$ cat src/rtl/sys_out_acc_buf.sv
// sys_out_acc_buf: accumulating systolic output buffer that drains entries 0..M-1 over valid/ready.
// Define SYS_OUT_ACC_SAT_EN for saturating sums; the default build wraps to DATA_W bits.
module sys_out_acc_buf #(
   parameter int FEATURE_BITS = 4,
   parameter int DATA_W       = 16,
   parameter int M            = 9,
   parameter int GAMMA        = 3
) (
   input  logic                    sys_clk,
   input  logic                    reset,
   input  logic                    start,
   input  logic                    in_valid,
   output logic                    in_ready,
   input  logic [FEATURE_BITS-1:0] in_addr,
   input  logic [DATA_W-1:0]       in_data,
   output logic                    out_valid,
   input  logic                    out_ready,
   output logic [DATA_W-1:0]       out_data,
   output logic [FEATURE_BITS-1:0] out_idx,
   output logic                    done,
   output logic                    err
);
   typedef enum logic [1:0] {IDLE, ACCUM, DRAIN, FIN} state_t;
   state_t state;
   logic [DATA_W-1:0] entry [M];
   logic [3:0] hit [M];
   logic wr, addr_ok, all_hit;
   logic [3:0] cur_hit;
   logic [DATA_W-1:0] cur, rd, acc;
   logic [FEATURE_BITS-1:0] rd_idx;
`ifdef SYS_OUT_ACC_SAT_EN
   logic [DATA_W:0] sum;
`endif
   always_comb begin
      wr = state == ACCUM && in_valid && in_ready;
      addr_ok = in_addr < FEATURE_BITS'(M);
      rd_idx = out_valid ? out_idx + FEATURE_BITS'(1) : '0;
      cur = '0;
      cur_hit = '0;
      rd = '0;
      all_hit = 1'b1;
      for (int i = 0; i < M; i++) begin
         if (in_addr == FEATURE_BITS'(i)) begin
            cur = entry[i];
            cur_hit = hit[i];
         end
         if (rd_idx == FEATURE_BITS'(i)) rd = entry[i];
         if (hit[i] != 4'(GAMMA)) all_hit = 1'b0;
      end
`ifdef SYS_OUT_ACC_SAT_EN
      sum = {cur[DATA_W-1], cur} + {in_data[DATA_W-1], in_data};
      // sign bits disagree only when the true sum left the DATA_W range
      acc = (sum[DATA_W] != sum[DATA_W-1]) ?
            (sum[DATA_W] ? {1'b1, {(DATA_W-1){1'b0}}} : {1'b0, {(DATA_W-1){1'b1}}}) :
            sum[DATA_W-1:0];
`else
      acc = cur + in_data;
`endif
   end
   always_ff @(posedge sys_clk) begin
      if (reset) begin
         state <= IDLE;
         in_ready <= 1'b0;
         out_valid <= 1'b0;
         out_data <= '0;
         out_idx <= '0;
         done <= 1'b0;
         err <= 1'b0;
         for (int i = 0; i < M; i++) begin
            entry[i] <= '0;
            hit[i] <= '0;
         end
      end else begin
         case (state)
            IDLE, FIN: if (start) begin
               state <= ACCUM;
               in_ready <= 1'b1;
               done <= 1'b0;
               err <= 1'b0;
               for (int i = 0; i < M; i++) begin
                  entry[i] <= '0;
                  hit[i] <= '0;
               end
            end
            ACCUM: begin
               if (wr) begin
                  if (!addr_ok || cur_hit == 4'(GAMMA)) err <= 1'b1;
                  else for (int i = 0; i < M; i++)
                     if (in_addr == FEATURE_BITS'(i)) begin
                        entry[i] <= acc;
                        hit[i] <= hit[i] + 4'd1;
                     end
               end
               if (all_hit) begin
                  state <= DRAIN;
                  in_ready <= 1'b0;
               end
            end
            DRAIN: begin
               if (!out_valid) begin
                  out_valid <= 1'b1;
                  out_idx <= '0;
                  out_data <= rd;
               end else if (out_ready) begin
                  if (out_idx == FEATURE_BITS'(M-1)) begin
                     state <= FIN;
                     out_valid <= 1'b0;
                     done <= 1'b1;
                  end else begin
                     out_idx <= rd_idx;
                     out_data <= rd;
                  end
               end
            end
         endcase
      end
   end
endmodule

$ cat config.mk
export PLATFORM = sky130hd
export DESIGN_NAME = sys_out_acc_buf
export DESIGN_NICKNAME = d
export VERILOG_FILES = /design/src/rtl/sys_out_acc_buf.sv
export SDC_FILE = /design/constraint.sdc
export NUM_CORES = 1
export LEC_CHECK = 0
export BUFFER_PORTS_ARGS = -buffer_cell sky130_fd_sc_hd__buf_2
export CAP_MARGIN = 20
export CORE_MARGIN = 2
export CORE_UTILIZATION = 44
export CTS_BUF_LIST = sky130_fd_sc_hd__clkbuf_2 sky130_fd_sc_hd__clkbuf_4 sky130_fd_sc_hd__clkbuf_8
export CTS_CLUSTER_DIAMETER = 200
export DETAILED_ROUTE_END_ITERATION = 10
export HOLD_SLACK_MARGIN = 0.06
export PLACE_DENSITY = 0.71
export SKIP_LAST_GASP = 1
export SLEW_MARGIN = 20
export SYNTH_ARGS = -nofsm -noshare
export SYNTH_HDL_FRONTEND = slang
export SYNTH_SLANG_ARGS = --single-unit
$ cat constraint.sdc
create_clock -name sys_clk -period 5.8 [get_ports sys_clk]
set_input_delay 0.58 -clock sys_clk [delete_from_list [all_inputs] [get_ports sys_clk]]
set_output_delay 0.58 -clock sys_clk [all_outputs]
set_load 0.02 [all_outputs]
======== Yosys cells after proc, flatten, opt, wreduce, memory -nomap -nowiden ========
Memory sizes are Yosys's and may differ from the RTL's.
Index checks and enable logic that the tools add are counted.
Widths: inputs -> output; s select.
word-level totals
  bits in registers ....................... 26
  RAM bits ................................ 180
  bits of input ports ..................... 25
  output and inout bits ................... 24
  word-level logic and storage cells ...... 270
  memories ................................ 2
memory list
  name   depth  bits a word  read ports  clocked after Yosys merged registers in  write ports  line  text
  entry  9      16           9           0                                        9            25    logic [DATA_W-1:0] entry [M];
  hit    9      4            9           0                                        9            26    logic [3:0] hit [M];
cells by class
  $add $sub $neg .......................... 11
  magnitude comparators ................... 1
  equal/unequal tests ..................... 39
  multiplexer cells ....................... 159
  bitwise logic cells ..................... 36
  reduce and logical (&&, ||, !) cells .... 15
operators with widths
  operator             number
  $mux 16              39
  $mux 4               31
  $mux 1               80
  $add 4x1->4 const B  10
  $ne 4x2->1 const B   9
  $or 1x1->1           36
  $eq 4x3->1 const B   8
  $eq 4x2->1 const B   5
  $add 16x16->16       1
  $ne 2x2->1 const B   7
  $eq 4x4->1 const B   3
  $mux 2               5
  $reduce_and 5->1     2
  $eq 4x1->1 const B   2
  $logic_not 4->1      2
  $pmux 1 s2           3
  $pmux 2 s3           1
  $reduce_and 3->1     2
  $eq 2x2->1 const B   2
  $lt 4x4->1 const B   1
  $ne 2x1->1 const B   2
  $reduce_and 4->1     1
  $reduce_bool 2->1    2
  $eq 2x1->1 const B   1
  5 further kinds      6

======== Logic depth before layout (Yosys ltp) ========
Gate-level depths: netlist of run 1.
  depth after elaboration ................. 18
  gate-level depth with buffers ........... 18

======== Least setup slack after synthesis of run 1 ========
No wires, ideal clock.
  path type ............................... input port to flip-flop
  start ................................... in in_addr[3]
  end ..................................... mem entry[6][14] (netlist: entry[0][110]) (data pin)
  arrival time ............................ 3,950 ps
  required time ........................... 5,565 ps
  setup slack ............................. 1,615 ps
  stages .................................. 18
  path through ............................ clkbuf_1 -> nand2b_1 -> nor3_1 -> buf_2 -> a222oi_1 -> a21oi_1 -> a21oi_1 -> a21oi_1 -> ha_1 -> inv_1 -> fa_1 -> nor2b_1 -> o21a_1 -> o21ai_0 -> a211oi_1 -> o31ai_1 -> a21o_1 -> a21oi_1
RTL lines
  what         line  text
  from (decl)  14    input logic [FEATURE_BITS-1:0] in_addr,
  to (decl)    25

==> results.sh, run 1 <==
export IMPL_run_status="finished clean"
export IMPL_reg2regPathDepth=14
export IMPL_post_synth_most_frequent_cells="sky130_fd_sc_hd__edfxtp_1 (180), sky130_fd_sc_hd__nor2_1 (117), sky130_fd_sc_hd__a21oi_1 (60)"
export IMPL_tritoncts_num_sinks=206
export IMPL_total_number_of_h_tree_levels=2
export IMPL_ys_flop_type="sky130_fd_sc_hd__edfxtp_1"
export IMPL_tritoncts="built"
export IMPL_syn_instance_count=921
export IMPL_clk_root_buffer_cell="sky130_fd_sc_hd__clkbuf_8"
export IMPL_slew_headroom=0.2453
export IMPL_timing_final_max_slew_violations=0
export IMPL_period_needed_ps=4460
export IMPL_maximum_number_of_pins_on_one_net_before_global_route_repair=29
export IMPL_hold_viol=0
export IMPL_postSynth_asyncResetShare=0
export IMPL_critPathCaptureType="flip-flop"
export IMPL_p_per_area_nw_per_um2=375.9
export IMPL_finalNonFillerCells=1327
export IMPL_firstDrtPassIters=6
export IMPL_place_port_buffers=48
export IMPL_synth_seq_cells=206
export IMPL_worst_case_clock_buffer_depth=3
export IMPL_startpoint_of_the_lowest_slack_hold_path="in_valid"
export IMPL_antenna_violating_nets_post_route=0
export IMPL_totalWireLength_mm=31.59
export IMPL_drive_above_1_share=0.1746
export IMPL_critPathKind="in2reg"
export IMPL_post_cts_hold_buffer_count=0
export IMPL_number_of_drc_violations_after_detailed_routing_iteration_0=1179
export IMPL_reg2reg_setup_slack_ps=1640
export IMPL_finalCritPeriodShare=0.7689
export IMPL_synth_top_cell_area_share=0.5141
export IMPL_worst_setup_path_startpoint="in_addr[0]"
export IMPL_grt_antenna_before_repair=1
export IMPL_die_area_um2=25150
export IMPL_detail_route_drc_violations=0
export IMPL_top_level_ports=49
export IMPL_area_growth_synth_to_final_pct=12.72
export IMPL_core_region_area_um2=23470
export IMPL_synth_top_area_cell="sky130_fd_sc_hd__edfxtp_1"
export IMPL_whs_ps=409.8
export IMPL_cp_endpoint="entry[0][94]"
export IMPL_antenna_cells_inserted=0
export IMPL_ctsResizeCount=0
export IMPL_number_of_instances_in_the_placed_design=1264
export IMPL_via_count_of_the_first_global_routing_pass=8125
export IMPL_floorplan_die_width_um=158.6
export IMPL_worst_pin_slew_ps=1130
export IMPL_detailed_place_hpwl_mm=21.31
export IMPL_worstReg2RegEnd="entry[0][15]"
export IMPL_cp_arrival_ps=4700
export IMPL_die_y_um=158.6
export IMPL_max_freq_ghz=0.2242
export IMPL_worst_clock_skew_on_the_final_layout_ps=16.68
export IMPL_cts_made_buffers=35
export IMPL_worstPathRequired_ps=6040
export IMPL_post_drt_wl_per_cell_um=23.80
export IMPL_class_of_the_worst_hold_path="in2reg"
export IMPL_grt_usage=0.2573
export IMPL_seq_area_frac_synth=0.5636
export IMPL_synth_most_common_cell="sky130_fd_sc_hd__edfxtp_1"
export IMPL_grt_first_pass_wirelength_mm=48.02
export IMPL_initial_standard_cell_utilization_of_the_core=0.4479
export IMPL_place_worst_setup_slack_ps=919.7
export IMPL_syn_num_nets=976
export IMPL_fin_ws_ps=1340
export IMPL_seqCellArea_um2=5926
export IMPL_synthesis_area_per_instance_um2=11.42
export IMPL_synthesis_yosys_warnings=0
export IMPL_clk_pin_slew_worst_paths_ps=70
export IMPL_rr_startpoint="entry[0][33]"
export IMPL_timing_setup_tns_ps=0
export IMPL_setup_viol=0
export IMPL_number_of_enable_type_register_cells_in_the_synthesized_netlist=180
export IMPL_finalCoreUtilization=0.5049
export IMPL_num_vias=8306
export IMPL_synth_cell_area_um2=10510
export IMPL_hold_crit_depth=3
export IMPL_power_static_leakage_nw=4.420
export IMPL_maxCapViolations=0
export IMPL_grt_remaining_overflow=0
export IMPL_worst_skew_pair_late_latency_ps=530
export IMPL_gp_congestion=0.9804
export IMPL_post_synth_main_area_contributors="sky130_fd_sc_hd__edfxtp_1 (51%), sky130_fd_sc_hd__dfxtp_1 (5.0%), sky130_fd_sc_hd__nor2_1 (4.2%)"
export IMPL_ys_types=72
export IMPL_row_count=56
export IMPL_ir_worst_vdd_mv=0.1658
export IMPL_final_nets=1037
export IMPL_critical_path_max_fanout=19
export IMPL_n_fill_cell=2066
export IMPL_crit_path_start_kind="primary input"
export IMPL_postCtsSetupBuffers=0
export IMPL_rsz_0062_raised_after_global_routing="no"
export IMPL_multiInputGateArea_um2=4340
export IMPL_viasPerCell=6.259
==> cell type report <==
class / count / share of cell area
clock buffer: 47 / 0.05141
clock inverter: 16 / 0.006229
inverter: 16 / 0.005068
multi-input combinational: 648 / 0.3662
sequential: 206 / 0.5000
tap: 319 / 0.03368
timing repair buffer: 75 / 0.03737
==> sequential cells by signal, indices dropped and copies added, names as in the netlist <==
register and cells:
done 1, entry 144, err 1, hit 36
in_ready 1, out_data 16, out_idx 4, out_valid 1
state 2
==> where the power goes <==
part,total [W],internal [W],leakage (nW),switching (W)
clock network,0.00128,0.000685,0.365,0.000599
logic,0.000982,0.000337,1.90,0.000646
registers,0.00219,0.00198,2.16,0.000211
total,0.00446,0.00300,4.42,0.00146
==> per-layer routing <==
metal,track usage,wire [um],vias to the layer above
met4,0.1167,1394,0
met3,0.05961,3619,104
li1,-,-,3695
met1,0.3485,12530,3971
met2,0.3952,14050,536
met5,0,0,-
==> worst min-delay path by stage <==
stage	endpoint	slack [ps]
global placement	out_data[0]	470
detailed placement	out_data[0]	480
floorplan	state[1]	470
finish	err	410
global route	err	430
CTS	err	390
==> placed cells by master (no fill, tap or decap), types with 9 or more instances in the layout <==
cell type,n
sky130_fd_sc_hd__mux4_2,14
sky130_fd_sc_hd__o22ai_1,10
sky130_fd_sc_hd__ha_1,29
sky130_fd_sc_hd__clkbuf_8,41
sky130_fd_sc_hd__nand2b_1,18
sky130_fd_sc_hd__buf_4,27
sky130_fd_sc_hd__o21ai_0,44
sky130_fd_sc_hd__dfxtp_1,26
sky130_fd_sc_hd__nand2_1,49
sky130_fd_sc_hd__a31oi_1,11
sky130_fd_sc_hd__nor2b_1,14
sky130_fd_sc_hd__buf_2,48
sky130_fd_sc_hd__a222oi_1,15
sky130_fd_sc_hd__edfxtp_1,180
sky130_fd_sc_hd__nor3_1,15
sky130_fd_sc_hd__a21oi_1,60
sky130_fd_sc_hd__a221oi_1,13
sky130_fd_sc_hd__inv_1,16
sky130_fd_sc_hd__xnor2_1,17
sky130_fd_sc_hd__xor2_1,14
sky130_fd_sc_hd__o21a_1,9
sky130_fd_sc_hd__and3_1,22
sky130_fd_sc_hd__nand3_1,31
sky130_fd_sc_hd__a22oi_1,27
sky130_fd_sc_hd__nor2_1,115
==> logic make-up (layout without fill, tap and decap cells) <==
group,Yosys count,in the layout,synth area share
buffers and inverters,67,154,0.02820
multiplexers,17,17,0.03285
AND/OR/NAND/NOR,302,302,0.1371
XOR/XNOR,31,31,0.02582
AO/OA/AOI/OAI,268,268,0.1760
adder cells (fa/ha/maj),30,30,0.03642
flip-flops,206,206,0.5636
==> critical path: stages <==
cell and delay [ps]:
sky130_fd_sc_hd__buf_2 450, sky130_fd_sc_hd__buf_4 350, sky130_fd_sc_hd__mux4_2 530, sky130_fd_sc_hd__a222oi_1 260, sky130_fd_sc_hd__a21oi_1 120, sky130_fd_sc_hd__a21oi_1 130, sky130_fd_sc_hd__a21oi_1 80, sky130_fd_sc_hd__ha_1 330
sky130_fd_sc_hd__nor2b_1 160, sky130_fd_sc_hd__o21a_1 180, sky130_fd_sc_hd__o21ai_0 310, sky130_fd_sc_hd__a211oi_1 180, sky130_fd_sc_hd__o31ai_1 390, sky130_fd_sc_hd__nand3_1 120, sky130_fd_sc_hd__a21oi_1 520
==> through the flow <==
stage                     instance area, um2  power (W)
after floorplan                        10510   0.002780
after CTS                              11850   0.004441
final                                  11850   0.004455
after global placement                 11170   0.003152
after global routing                   11850   0.004634
after detailed placement               11170   0.003169
No activity file was read; power rests on OpenSTA's default activity.
==> run 2: changes to the inputs <==
--- a/config.mk
+++ b/config.mk
@@ -13,7 +13,7 @@
 export CTS_CLUSTER_DIAMETER = 200
 export DETAILED_ROUTE_END_ITERATION = 10
 export HOLD_SLACK_MARGIN = 0.06
-export PLACE_DENSITY = 0.71
+export PLACE_DENSITY = 0.74
 export SKIP_LAST_GASP = 1
 export SLEW_MARGIN = 20
 export SYNTH_ARGS = -nofsm -noshare
==> constraint.sdc (replaced) <==
create_clock -name sys_clk -period 3.9 [get_ports sys_clk]
set_input_delay 0.39 -clock sys_clk [delete_from_list [all_inputs] [get_ports sys_clk]]
set_output_delay 0.39 -clock sys_clk [all_outputs]
set_load 0.02 [all_outputs]
==> results.sh, run 2 (synthesis gave the netlist of run 1 again) <==
export IMPL_run_status="finished clean"
export IMPL_worst_clock_skew_on_the_final_layout_ps=11.46
export IMPL_antenna_cells_inserted=0
export IMPL_period_needed_ps=3699
export IMPL_grt_antenna_before_repair=0
export IMPL_core_region_area_um2=23470
export IMPL_crit_path_start_kind="flip-flop"
export IMPL_biggestRegsByFlops="entry (144), hit (36), out_data (16)"
export IMPL_tritoncts="built"
export IMPL_reg2regPathDepth=15
export IMPL_reg2reg_setup_slack_ps=200
export IMPL_grt_usage=0.2634
export IMPL_via_count_of_the_first_global_routing_pass=8696
export IMPL_tritoncts_num_sinks=206
export IMPL_post_drt_wl_per_cell_um=23.48
export IMPL_finalCritPeriodShare=0.9484
export IMPL_antenna_violating_nets_post_route=0
export IMPL_total_number_of_h_tree_levels=2
export IMPL_cts_made_buffers=34
export IMPL_p_per_area_nw_per_um2=536.3
export IMPL_totalWireLength_mm=32.69
export IMPL_registers_top_by_ff_count="entry"
export IMPL_hold_viol=0
export IMPL_critical_path_max_fanout=9
export IMPL_top_level_ports=49
export IMPL_detailed_place_hpwl_mm=22.52
export IMPL_die_area_um2=25150
export IMPL_n_fill_cell=2030
export IMPL_clk_root_buffer_cell="sky130_fd_sc_hd__clkbuf_8"
export IMPL_area_growth_synth_to_final_pct=17.78
export IMPL_number_of_flip_flops_in_the_largest_register=144
export IMPL_power_static_leakage_nw=4.738
export IMPL_detailed_place_area_um2=11720
export IMPL_post_cts_hold_buffer_count=0
export IMPL_timing_setup_tns_ps=0
export IMPL_number_of_drc_violations_after_detailed_routing_iteration_0=1121
export IMPL_ir_worst_vdd_mv=0.2655
export IMPL_worst_pin_slew_ps=836.2
export IMPL_grt_first_pass_wirelength_mm=48.98
export IMPL_cp_endpoint="entry[0][31]"
export IMPL_initial_standard_cell_utilization_of_the_core=0.4479
export IMPL_worst_setup_path_startpoint="entry[0][1]"
export IMPL_worst_skew_pair_late_latency_ps=520
export IMPL_die_y_um=158.6
export IMPL_drive_above_1_share=0.2330
export IMPL_clk_pin_slew_worst_paths_ps=60
export IMPL_startpoint_of_the_lowest_slack_hold_path="in_valid"
export IMPL_maximum_number_of_pins_on_one_net_before_global_route_repair=45
export IMPL_num_vias=8756
export IMPL_setup_viol=0
export IMPL_gp_congestion=0.9451
export IMPL_critPathCaptureType="flip-flop"
export IMPL_critPathKind="reg2reg"
export IMPL_rsz_0062_raised_after_global_routing="yes"
export IMPL_max_freq_ghz=0.2704
export IMPL_row_count=56
export IMPL_final_nets=1103
export IMPL_class_of_the_worst_hold_path="in2reg"
export IMPL_worstReg2RegEnd="entry[0][31]"
export IMPL_firstDrtPassIters=9
export IMPL_layout_cell_area_non_filler_um2=12380
export IMPL_grt_remaining_overflow=0
export IMPL_viasPerCell=6.290
export IMPL_slew_headroom=0.4425
export IMPL_floorplan_die_width_um=158.6
export IMPL_rr_startpoint="entry[0][1]"
export IMPL_maxCapViolations=0
export IMPL_cp_arrival_ps=4010
export IMPL_detail_route_drc_violations=0
export IMPL_worstPathRequired_ps=4210
export IMPL_worst_case_clock_buffer_depth=3
export IMPL_timing_final_max_slew_violations=0
export IMPL_final_common_cell="sky130_fd_sc_hd__edfxtp_1"
export IMPL_mostFrequentLayoutCells="sky130_fd_sc_hd__edfxtp_1 (180), sky130_fd_sc_hd__nor2_1 (109), sky130_fd_sc_hd__buf_4 (90)"
export IMPL_place_port_buffers=48
## run 2: per-layer routing
layer | share of wire | wire, um | track usage
met1 | 0.38 | 12300 | 0.3456
met2 | 0.45 | 14660 | 0.4045
met3 | 0.11 | 3747 | 0.04899
met4 | 0.061 | 1984 | 0.1652
met5 | 0 | 0 | 0
## run 2: cell type report
| type | instances | area [um2] | area share |
|---|---|---|---|
| tap | 319 | 399.1 | 0.03223 |
| multi-input combinational | 648 | 4363 | 0.3523 |
| clock inverter | 14 | 71.32 | 0.005759 |
| sequential | 206 | 5926 | 0.4785 |
| clock buffer | 47 | 565.5 | 0.04567 |
| timing repair buffer | 142 | 998.5 | 0.08063 |
| inverter | 16 | 60.06 | 0.004850 |
## run 2: stage by stage
step | hold WS, ps | std cells | worst slack (ps) | total power, W | util
finish | 227.5 | 1392 | 201.4 | 0.006641 | 0.5276
global route | 240.0 | 1392 | -3.660 | 0.006896 | 0.5276
CTS | 210.4 | 1392 | 41.45 | 0.006610 | 0.5266
detailed placement | 480.3 | 1331 | -423.2 | 0.004824 | 0.4995
global placement | 471.0 | 1331 | -286.7 | 0.004783 | 0.4995
floorplan | 466.2 | 921 | 9.836 | 0.004135 | -
## run 2: power breakdown
part / switching, W / internal (W) / total [W]
sequential: 0.000297 / 0.00294 / 0.00323
combinational: 0.00101 / 0.000595 / 0.00161
clock: 0.000854 / 0.000946 / 0.00180
total: 0.00216 / 0.00448 / 0.00664
## run 2: worst min path at each step
stage,end,slack (ps),cells after the start
2_1_floorplan,state[1],470,2
3_3_place_gp,out_data[10],470,2
3_5_place_dp,out_data[4],480,2
4_1_cts,err,210,3
5_1_grt,err,240,3
6_report,err,230,3
## run 2: worst max-delay path: stages, from the launching register on
cell and delay, ps:
sky130_fd_sc_hd__edfxtp_1 420, sky130_fd_sc_hd__mux4_2 490, sky130_fd_sc_hd__a222oi_1 300, sky130_fd_sc_hd__a21oi_1 120, sky130_fd_sc_hd__a21oi_1 130, sky130_fd_sc_hd__nand2_1 90
sky130_fd_sc_hd__o21a_1 110, sky130_fd_sc_hd__ha_1 290, sky130_fd_sc_hd__a211oi_1 260, sky130_fd_sc_hd__nor2_1 100, sky130_fd_sc_hd__o21ai_0 170, sky130_fd_sc_hd__buf_4 140
sky130_fd_sc_hd__o211ai_1 90, sky130_fd_sc_hd__a31oi_1 280, sky130_fd_sc_hd__o21ai_0 170, sky130_fd_sc_hd__a21oi_2 330
## run 2: what timing repair did
action	CTS	global route
buffers inserted	0	0
setup endpoints to repair	0	67
resized for setup	0	8
endpoints found under the hold margin	0	0
==> run 3: changes to the inputs <==
==> constraint.sdc (replaced) <==
create_clock -name sys_clk -period 3.9 [get_ports sys_clk]
set_input_delay 0.585 -clock sys_clk [delete_from_list [all_inputs] [get_ports sys_clk]]
set_output_delay 0.585 -clock sys_clk [all_outputs]
set_load 0.02 [all_outputs]
==> results.sh, run 3 (synthesis gave the netlist of run 1 again) <==
export IMPL_run_status="finished clean"
export IMPL_maxCapViolations=0
export IMPL_floorplan_die_width_um=158.6
export IMPL_total_number_of_h_tree_levels=2
export IMPL_viasPerCell=6.218
export IMPL_cts_made_buffers=36
export IMPL_grt_first_pass_wirelength_mm=49.69
export IMPL_power_static_leakage_nw=4.783
export IMPL_number_of_flip_flops_in_the_largest_register=144
export IMPL_whs_ps=430.2
export IMPL_worst_case_clock_buffer_depth=3
export IMPL_slew_headroom=0.3733
export IMPL_cp_arrival_ps=3980
export IMPL_critical_path_slowest_cell="sky130_fd_sc_hd__mux4_2"
export IMPL_critical_path_s_largest_stage_delay_ps=480
export IMPL_totalWireLength_mm=32.73
export IMPL_die_y_um=158.6
export IMPL_grt_remaining_overflow=0
export IMPL_period_needed_ps=3722
export IMPL_worst_pin_slew_ps=932.9
export IMPL_worstPathRequired_ps=4160
export IMPL_grt_antenna_before_repair=0
export IMPL_fin_ws_ps=178.4
export IMPL_tritoncts_num_sinks=206
export IMPL_maximum_number_of_pins_on_one_net_before_global_route_repair=28
export IMPL_max_freq_ghz=0.2687
export IMPL_n_fill_cell=1982
export IMPL_share_comb_of_total_power=0.237
export IMPL_place_worst_setup_slack_ps=-603.3
export IMPL_crit_path_start_kind="flip-flop"
export IMPL_tritoncts="built"
export IMPL_place_port_buffers=48
export IMPL_clk_root_buffer_cell="sky130_fd_sc_hd__clkbuf_8"
export IMPL_registers_top_by_ff_count="entry"
export IMPL_cpMostUsedCell="sky130_fd_sc_hd__a21oi_1"
export IMPL_number_of_drc_violations_after_detailed_routing_iteration_0=1122
export IMPL_biggestRegsByFlops="entry (144), hit (36), out_data (16)"
export IMPL_ir_worst_vdd_mv=0.1848
export IMPL_critical_path_max_fanout=9
export IMPL_row_count=56
export IMPL_worst_clock_skew_on_the_final_layout_ps=25.60
export IMPL_timing_critical_path_cells="mux4_2, a222oi_1, a21oi_1, a21oi_1, nand2_1, o21a_1, ha_1, a211oi_1, nor2_1, o21ai_1, o211ai_1, a31oi_2, or3_1, a21oi_2, buf_4"
export IMPL_grt_usage=0.2668
export IMPL_timing_final_max_slew_violations=0
export IMPL_drive_above_1_share=0.2401
export IMPL_via_count_of_the_first_global_routing_pass=8642
export IMPL_finalCoreUtilization=0.5319
export IMPL_antenna_cells_inserted=0
export IMPL_rsz_0062_raised_after_global_routing="yes"
export IMPL_clk_pin_slew_worst_paths_ps=60
export IMPL_detail_route_drc_violations=0
export IMPL_totalPowerFinal_w=0.006692
export IMPL_post_drt_wl_per_cell_um=23.34
export IMPL_finalCritPeriodShare=0.9543
export IMPL_mostFrequentLayoutCells="sky130_fd_sc_hd__edfxtp_1 (180), sky130_fd_sc_hd__nor2_1 (108), sky130_fd_sc_hd__buf_4 (96)"
export IMPL_die_area_um2=25150
export IMPL_antenna_violating_nets_post_route=0
export IMPL_reg2reg_setup_slack_ps=180
export IMPL_firstDrtPassIters=6
export IMPL_critPathCaptureType="flip-flop"
export IMPL_num_vias=8718
export IMPL_gp_congestion=0.9434
export IMPL_critPathKind="reg2reg"
export IMPL_setup_viol=0
export IMPL_detailed_place_hpwl_mm=22.96
export IMPL_initial_standard_cell_utilization_of_the_core=0.4479
export IMPL_top_level_ports=49
export IMPL_p_per_area_nw_per_um2=536.0
export IMPL_clockPowerShare=0.278
export IMPL_core_region_area_um2=23470
export IMPL_final_nets=1111
export IMPL_hold_viol=0
export IMPL_final_common_cell="sky130_fd_sc_hd__edfxtp_1"
export IMPL_power_frac_seq=0.485
export IMPL_p_sw_w=0.002180
export IMPL_power_report_internal_total_w=0.004512
export IMPL_area_growth_synth_to_final_pct=18.75
export IMPL_class_of_the_worst_hold_path="in2reg"
export IMPL_worst_skew_pair_late_latency_ps=530
export IMPL_switching_share=0.3257
## run 3: metal layers
layer | vias up | GRT usage | share of wire
met5 | - | 0 | 0
met2 | 584 | 0.4298 | 0.46
met1 | 4178 | 0.3540 | 0.39
met4 | 0 | 0.1214 | 0.044
met3 | 115 | 0.04654 | 0.11
li1 | 3841 | - | -
## run 3: stage by stage
step	instance area, um2	std cells	TNS, ps
floorplan	10540	921	0
global placement	11770	1336	-28650
detailed placement	11770	1336	-37500
CTS	12450	1402	0
global route	12490	1402	-107.5
finish	12490	1402	0
## run 3: final timing paths
| check | startpoint | endpoint | cells after the start |
|---|---|---|---|
| setup reg to reg | entry[0][1] | entry[0][79] | 15 |
| hold reg to reg | out_data[4] | out_data[4] | 2 |
| hold / removal | in_valid | err | 3 |
| setup / recovery | entry[0][1] | entry[0][79] | 15 |
## run 3: what timing repair did
item / CTS / global route
gates resized for setup: 0 / 11
setup endpoints to repair: 9 / 90
hold buffers: 0 / 0
setup buffers: 1 / 0
pin swaps: 1 / 0
## run 3: cell type report
cell class                      count  area [um2]  share of cell area
Inverter                           16       60.06            0.004810
Clock inverter                     19       87.58            0.007015
Multi-Input combinational cell    648        4387              0.3513
Clock buffer                       46       583.1             0.04670
Tap cell                          319       399.1             0.03197
Timing Repair Buffer              148        1044             0.08358
Sequential cell                   206        5926              0.4746
## run 3: power groups by stage
stage | Clock, W | Combinational (W) | Sequential [W]
floorplan | 0 | 0.000919 | 0.00322
global placement | 0 | 0.00153 | 0.00326
detailed placement | 0 | 0.00155 | 0.00327
CTS | 0.00187 | 0.00156 | 0.00323
global route | 0.00197 | 0.00171 | 0.00329
finish | 0.00186 | 0.00159 | 0.00325
## run 3: critical path, delay by kind of cell, from the launching register on
| kind | cells | cell delay, ps |
|---|---|---|
| fa+ha+maj | 1 | 290 |
| flops | 1 | 420 |
| mux | 1 | 480 |
| compound gates | 9 | 1760 |
| buf+inv | 1 | 170 |
| simple gates | 3 | 350 |
